==> src/rtl/pc.sv <==
// Program counter for the fdt16 fetch stage: increment, stall, branch, with a
// registered output. Defining PC_RAS_EN adds a circular return-address stack.
module pc #(
   parameter int ADDR_W     = 9,
   parameter int RESET_ADDR = 0,
   parameter int RAS_DEPTH  = 4
) (
   input  logic              clk,
   input  logic              reset,
   input  logic [ADDR_W-1:0] branch_address,
   input  logic              branch,
   input  logic              stall,
`ifdef PC_RAS_EN
   input  logic              call,
   input  logic              ret,
   output logic              ras_empty,
   output logic              ras_full,
`endif
   output logic [ADDR_W-1:0] pc_out,
   output logic [ADDR_W-1:0] pc_plus1
);

   localparam logic [ADDR_W-1:0] RESET_VAL = ADDR_W'(RESET_ADDR);

   if (RAS_DEPTH < 2 || (RAS_DEPTH & (RAS_DEPTH - 1)) != 0) begin : g_bad_depth
      $error("pc: RAS_DEPTH must be a power of two and at least 2");
   end

   logic [ADDR_W-1:0] next_pc;

   assign pc_plus1 = pc_out + ADDR_W'(1);

`ifdef PC_RAS_EN
   localparam int PTR_W = $clog2(RAS_DEPTH);

   logic [ADDR_W-1:0] stack [RAS_DEPTH];
   logic [PTR_W-1:0]  top;
   logic [PTR_W:0]    count;
   logic              do_pop;
   logic              do_push;

   // A return on an empty stack is simply ignored; return beats call.
   assign do_pop    = ret && (count != '0);
   assign do_push   = call && !do_pop;
   assign ras_empty = (count == '0);
   assign ras_full  = (count == (PTR_W+1)'(RAS_DEPTH));

   // top is the next write slot; when full it also marks the oldest entry,
   // so a push there overwrites the oldest return address.
   always_ff @(posedge clk or negedge reset) begin
      if (!reset) begin
         top   <= '0;
         count <= '0;
      end else if (do_pop) begin
         top   <= top - PTR_W'(1);
         count <= count - (PTR_W+1)'(1);
      end else if (do_push) begin
         top <= top + PTR_W'(1);
         if (!ras_full) count <= count + (PTR_W+1)'(1);
      end
   end

   always_ff @(posedge clk) begin
      if (do_push) stack[top] <= pc_plus1;
   end
`endif

   // Later assignments take priority: ret > call > branch > stall > increment.
   always_comb begin
      next_pc = pc_plus1;
      if (stall)  next_pc = pc_out;
      if (branch) next_pc = branch_address;
`ifdef PC_RAS_EN
      if (do_push) next_pc = branch_address;
      if (do_pop)  next_pc = stack[top - PTR_W'(1)];
`endif
   end

   always_ff @(posedge clk or negedge reset) begin
      if (!reset) pc_out <= RESET_VAL;
      else        pc_out <= next_pc;
   end

endmodule

==> config.mk <==
export PLATFORM = sky130hd
export DESIGN_NAME = pc
export DESIGN_NICKNAME = d
export VERILOG_FILES = /design/src/rtl/pc.sv
export SDC_FILE = /design/constraint.sdc
export NUM_CORES = 1
export LEC_CHECK = 0
export BUFFER_PORTS_ARGS = -buffer_cell sky130_fd_sc_hd__buf_2
export CAP_MARGIN = 20
export CORE_UTILIZATION = 40
export DETAILED_ROUTE_END_ITERATION = 7
export PLACE_DENSITY = 0.81
export SLEW_MARGIN = 20
export SYNTH_ARGS = -nofsm -noshare
export SYNTH_HDL_FRONTEND = slang
export SYNTH_SLANG_ARGS = --single-unit
==> constraint.sdc <==
create_clock -name clk -period 4.86 [get_ports clk]
set_clock_uncertainty 0.1 [all_clocks]
set_input_delay 0.729 -clock clk [delete_from_list [all_inputs] [get_ports clk]]
set_output_delay 0.729 -clock clk [all_outputs]
set_load 0.005 [all_outputs]
==> results of run 1 <==
logic make-up (layout without fill, tap and decap cells):
kind of cell	after synthesis	count (layout)	synth area share
simple gates	27	27	0.241
compound gates	15	15	0.154
xor+xnor	9	9	0.134
flops	9	9	0.384
buf+inv	7	37	0.0490
fa+ha+maj	1	1	0.0213
mux	1	1	0.0171
per-stage QoR:
step	area, um^2	cells	utilization	hold slack [ps]
floorplan	587	69	-	333
global placement	738	110	0.553	490
detailed placement	738	110	0.553	495
CTS	764	114	0.573	209
global route	764	114	0.573	212
finish	764	114	0.573	201
placed cells by master, fill, tap and decap left out:
cell,count
o21ai_0,6
mux2i_1,1
inv_1,3
xnor2_1,3
a31oi_1,6
nand2_1,4
ha_1,1
or3_1,1
clkbuf_1,1
nor2b_1,1
nand3_2,1
or3_2,2
o31ai_1,3
clkbuf_4,3
xor2_1,6
nand3_1,2
nand4_1,2
buf_2,30
dfrtp_1,9
or4_1,3
nor2_1,10
nand2b_1,1
area by class of cell:
type / instances / area share
inverters: 3 / 0.0147
multi-input cells: 53 / 0.435
well taps: 15 / 0.0245
repair buffers: 30 / 0.196
flip-flops and latches: 9 / 0.295
clock buffers: 4 / 0.0344
worst max-delay path by stage:
| stage | start | slack, ps | depth (start not counted) | endpoint |
|---|---|---|---|---|
| global route | pc_out[0] | 2300 | 5 | pc_plus1[6] |
| CTS | pc_out[0] | 2420 | 5 | pc_plus1[6] |
| detailed placement | pc_out[0] | 2710 | 5 | pc_plus1[6] |
| global placement | pc_out[0] | 2790 | 5 | pc_plus1[6] |
| floorplan | pc_out[0] | 2910 | 4 | pc_plus1[6] |
| finish | pc_out[0] | 2440 | 5 | pc_plus1[6] |
worst max-delay path: stages, from the launching register on:
cell,delay (ps)
dfrtp_1,420
ha_1,250
nand3_2,180
nor2_1,190
xor2_1,170
buf_2,130
power breakdown:
group,leakage [nW],internal (W),switching [W]
Clock,0.0150,0.0000317,0.0000267
Combinational,0.241,0.0000306,0.0000290
Sequential,0.103,0.0000830,0.0000135
layer usage:
layer	track usage	vias up	share of wire
met3	0.100	2	0.080
met5	0	-	0
met2	0.274	21	0.47
li1	-	306	-
met4	0.0750	0	0.0096
met1	0.239	271	0.44
==> results.py, run 1 <==
metrics = {
    "clocking": {
        "hold_buffers": 0,
        "clock-sinks": 9,
        "postCtsSetupBuffers": 0,
        "cts-resized-gates": 0,
        "cts_buffers": 3,
        "path_clk_slew_ps": 60,
        "cts.path.max_buffers": 2,
        "cts-root-buf": "clkbuf_4",
        "clock_latency_ps": 270,
        "htreeDepth": 1,
        "cts_tree": "built",
    },
    "synth": {
        "syn_area_per_cell_um2": 8.50,
        "synth-seq-area-share": 0.384,
        "yosysTopAreaCell": "dfrtp_1",
        "synthTopCellsByArea": "dfrtp_1, xor2_1, a31oi_1",
        "synth_cell_types": 22,
        "synth_commonest_cells": "nor2_1, dfrtp_1, a31oi_1, o21ai_0, xor2_1",
        "ys_warn_count": 0,
        "syn-cell-area_um2": 587,
        "synth_edf_count": 0,
        "synthCells": 69,
        "synth_seq_cells": 9,
        "synth-async-reset-ratio": 1.00,
        "synth-main-ff-cell": "dfrtp_1",
        "yosysMostFrequentCell": "nor2_1",
        "syn_nets": 83,
        "yosysTopAreaCellShare": 0.384,
    },
    "global_route": {
        "grt_pass1_vias": 435,
        "grtUsageTotal": 0.191,
        "grt_start_max_net_pins": 15,
        "antenna_found_initial": 0,
        "grt_overflow": 0,
        "grt_pass1_wl_um": 1920,
    },
    "layout": {
        "fillers": 135,
        "reg_top3": "pc_out (9)",
        "drive_gt1_frac": 0.364,
        "max_flop_register": "pc_out",
        "multi_input_area_um2": 333,
        "seq_area_um2": 225,
        "antennaDiodeCount": 0,
        "areaGrowthSynthToFinish_pct": 30.3,
        "fin_nets": 114,
        "largest_reg_flops": 9,
    },
    "timing": {
        "tightestPinTransition_ps": 338,
        "rsz0062_at_grt": "no",
        "max-slew-margin-rel": 0.774,
        "setup_tns_ps": 0,
        "setup_viol": 0,
        "clock.fmax_ghz": 0.413,
        "drv_slew": 0,
        "fin_crit_ps": 2420,
        "hold_violations": 0,
        "worst_slack_ps": 2440,
        "fin_crit_sh": 0.498,
    },
    "setup_path": {
        "crit_fanout": 9,
        "crit_type": "flop to primary output",
        "r2r-start": "pc_out[0]",
        "cp-end-kind": "primary output",
        "r2r-end": "pc_out[6]",
        "rr_worst_depth": 4,
        "critPathLaunchType": "flop",
        "crit_required_ps": 4030,
        "worstPathArrival_ps": 1590,
        "reg2reg_slack_ps": 3180,
    },
    "placed_design": {
        "gp_congestion": 0.706,
        "io_buffers": 30,
        "pre_cts_ws_ps": 2710,
        "place_hpwl_um": 1050,
    },
    "power": {
        "power.density_nw_per_um2": 280,
        "p_leak_nw": 0.359,
        "ir_drop_uv": 142,
        "fin_total_pwr_w": 0.000214,
    },
    "floorplanning": {
        "num_io_pins": 31,
        "core_region_area_um2": 1330,
        "die_w_um": 40.3,
        "row_count": 13,
        "die-area_um2": 1620,
        "initial_core_util": 0.440,
        "die_y_um": 40.3,
    },
    "drt": {
        "drc_errors": 0,
        "drt_wl_total_um": 1360,
        "detail-route-antenna-nets": 0,
        "drtIter0Drc": 20,
        "wl_per_cell_um": 11.9,
        "viasPerCell": 5.26,
        "firstDrtPassIters": 4,
        "route.vias.total": 600,
    },
    "flow_run": {
        "cap_viol_max_count": 0,
    },
    "outcome": {
        "status": "complete, no violations",
    },
    "hold_path": {
        "hp-class": "input pin to async pin",
    },
}
Power figures use the tool's default switching activity.
==> run 2: changes to the inputs <==
- ABC_AREA: default -> 1
- PLACE_DENSITY: 0.81 -> 0.82
- clock period: 4.86 -> 2.2 ns (I/O delays scaled with it)
==> results.py, run 2 <==
metrics = {
    "outcome": {
        "status": "complete, no violations",
    },
    "drt": {
        "firstDrtPassIters": 4,
        "wl_per_cell_um": 11.4,
        "drtIter0Drc": 14,
        "viasPerCell": 4.89,
        "route.vias.total": 709,
        "drc_errors": 0,
        "drt_wl_total_um": 1650,
        "detail-route-antenna-nets": 0,
    },
    "setup_path": {
        "worstPathArrival_ps": 1570,
        "cp_slowest_stage_delay_ps": 430,
        "slowest_stage": "dfrtp_1",
        "crit_fanout": 5,
        "cp-end-kind": "primary output",
        "crit_path_cell_trace": "ha_1, nand2_2, nor2_2, nand3_1, and2_1, buf_2",
        "reg2reg_slack_ps": 820,
        "critPathLaunchType": "flop",
        "crit_required_ps": 1770,
        "crit_type": "flop to primary output",
        "rr_worst_depth": 6,
    },
    "synth": {
        "synth_commonest_cells": "nand2_1, inv_1, nand3_1, dfrtp_1, o21ai_1",
        "ys_warn_count": 0,
        "synthCells": 96,
        "synth-async-reset-ratio": 1.00,
        "synth_seq_cells": 9,
        "synth-seq-area-share": 0.342,
        "syn-cell-area_um2": 658,
        "yosysMostFrequentCell": "nand2_1",
        "synthTopCellsByArea": "dfrtp_1, nand2_1, inv_1",
        "synth-main-ff-cell": "dfrtp_1",
        "syn_area_per_cell_um2": 6.86,
        "yosysTopAreaCellShare": 0.342,
        "yosysTopAreaCell": "dfrtp_1",
        "synth_cell_types": 19,
        "synth_edf_count": 0,
        "syn_nets": 110,
    },
    "timing": {
        "setup_tns_ps": 0,
        "fin_crit_ps": 2000,
        "clock.fmax_ghz": 0.499,
        "max-slew-margin-rel": 0.794,
        "drv_slew": 0,
        "fin_crit_sh": 0.911,
        "rsz0062_at_grt": "no",
        "hold_violations": 0,
        "tightestPinTransition_ps": 309,
        "setup_viol": 0,
    },
    "layout": {
        "areaGrowthSynthToFinish_pct": 28.9,
        "utilization": 0.557,
        "reg_top3": "pc_out (9)",
        "antennaDiodeCount": 0,
        "mostFrequentLayoutCell": "nand2_1",
        "drive_gt1_frac": 0.333,
        "fillers": 162,
        "fin_nets": 144,
        "multi_input_area_um2": 353,
        "seq_area_um2": 225,
        "layout_common_cells": "nand2_1, buf_2, inv_1",
        "final_cells": 145,
        "max_flop_register": "pc_out",
        "stdcell_area_um2": 848,
        "largest_reg_flops": 9,
    },
    "global_route": {
        "grt_pass1_wl_um": 2670,
        "grtUsageTotal": 0.198,
        "grt_pass1_vias": 641,
        "grt_overflow": 0,
        "antenna_found_initial": 0,
        "grt_start_max_net_pins": 12,
    },
    "clocking": {
        "cts_buffers": 3,
        "cts-root-buf": "clkbuf_4",
        "path_clk_slew_ps": 70,
        "cts-resized-gates": 0,
        "htreeDepth": 1,
        "cts_tree": "built",
        "cts.path.max_buffers": 2,
        "clock-sinks": 9,
        "clock_latency_ps": 270,
    },
    "hold_path": {
        "hp-class": "input pin to flop",
        "hold_depth": 3,
    },
    "flow_run": {
        "cap_viol_max_count": 0,
    },
    "power": {
        "ir_drop_uv": 297,
        "power.density_nw_per_um2": 595,
        "p_leak_nw": 0.470,
    },
    "floorplanning": {
        "core_region_area_um2": 1520,
        "die-area_um2": 1810,
        "die_w_um": 42.6,
        "row_count": 14,
        "num_io_pins": 31,
        "die_y_um": 42.6,
        "initial_core_util": 0.432,
    },
    "placed_design": {
        "gp_congestion": 0.824,
        "dp_cells": 140,
        "place_area_um2": 812,
        "place_hpwl_um": 1200,
        "io_buffers": 30,
    },
}
run 2: timing repair:
| item | CTS | global route |
|---|---|---|
| hold buffers | 1 | 0 |
| hold endpoints to repair | 9 | 0 |
| buffers inserted | 0 | 0 |
run 2: cell families (layout without fill, tap and decap cells):
logic type / Yosys count / in the layout / share of synthesized area
fa+ha+maj: 1 / 1 / 0.0190
buf+inv: 19 / 52 / 0.122
simple gates: 55 / 55 / 0.401
xor+xnor: 3 / 3 / 0.0399
flops: 9 / 9 / 0.342
compound gates: 9 / 9 / 0.0760
run 2: worst paths after layout:
kind / start / endpoint
worst max register to register: pc_out[1] / pc_out[8]
worst max-delay path: pc_out[1] / pc_plus1[8]
max in group asynchronous: reset / pc_out[3]
worst min register to register: pc_out[1] / pc_out[1]
worst min-delay path: branch_address[2] / pc_out[2]
min in group asynchronous: reset / pc_out[0]
run 2: metal layers:
layer | vias up | wire length, um | track usage
met2 | 20 | 838 | 0.351
met3 | 3 | 54 | 0.0431
met1 | 326 | 734 | 0.230
li1 | 360 | - | -
met4 | 0 | 21 | 0.0750
met5 | - | 0 | 0
run 2: stage by stage:
stage | power (W) | hold slack, ps | worst slack [ps]
floorplan | 0.000303 | -65.6 | 684
global placement | 0.000364 | 95.5 | 539
detailed placement | 0.000369 | 98.4 | 524
CTS | 0.000506 | 178 | 190
global route | 0.000537 | 210 | 69.4
finish | 0.000505 | 179 | 196
run 2: critical path, delay by kind of cell, from the launching register on:
kind                     cells  cell delay (ps)
flip-flops                   1              430
AND/OR/NAND/NOR              4              490
adder cells (fa/ha/maj)      1              270
buffers and inverters        1              120
run 2: cell type report:
cell class / count / area share
multi-input cells: 68 / 0.416
flip-flops and latches: 9 / 0.265
repair buffers: 31 / 0.189
inverters: 17 / 0.0752
clock buffers: 4 / 0.0310
well taps: 16 / 0.0236
run 2: power by group:
part / internal (W) / switching, W / leakage (nW)
combinational: 0.0000712 / 0.0000878 / 0.345
sequential: 0.000184 / 0.0000249 / 0.110
clock: 0.0000703 / 0.0000666 / 0.0150
total: 0.000325 / 0.000179 / 0.470
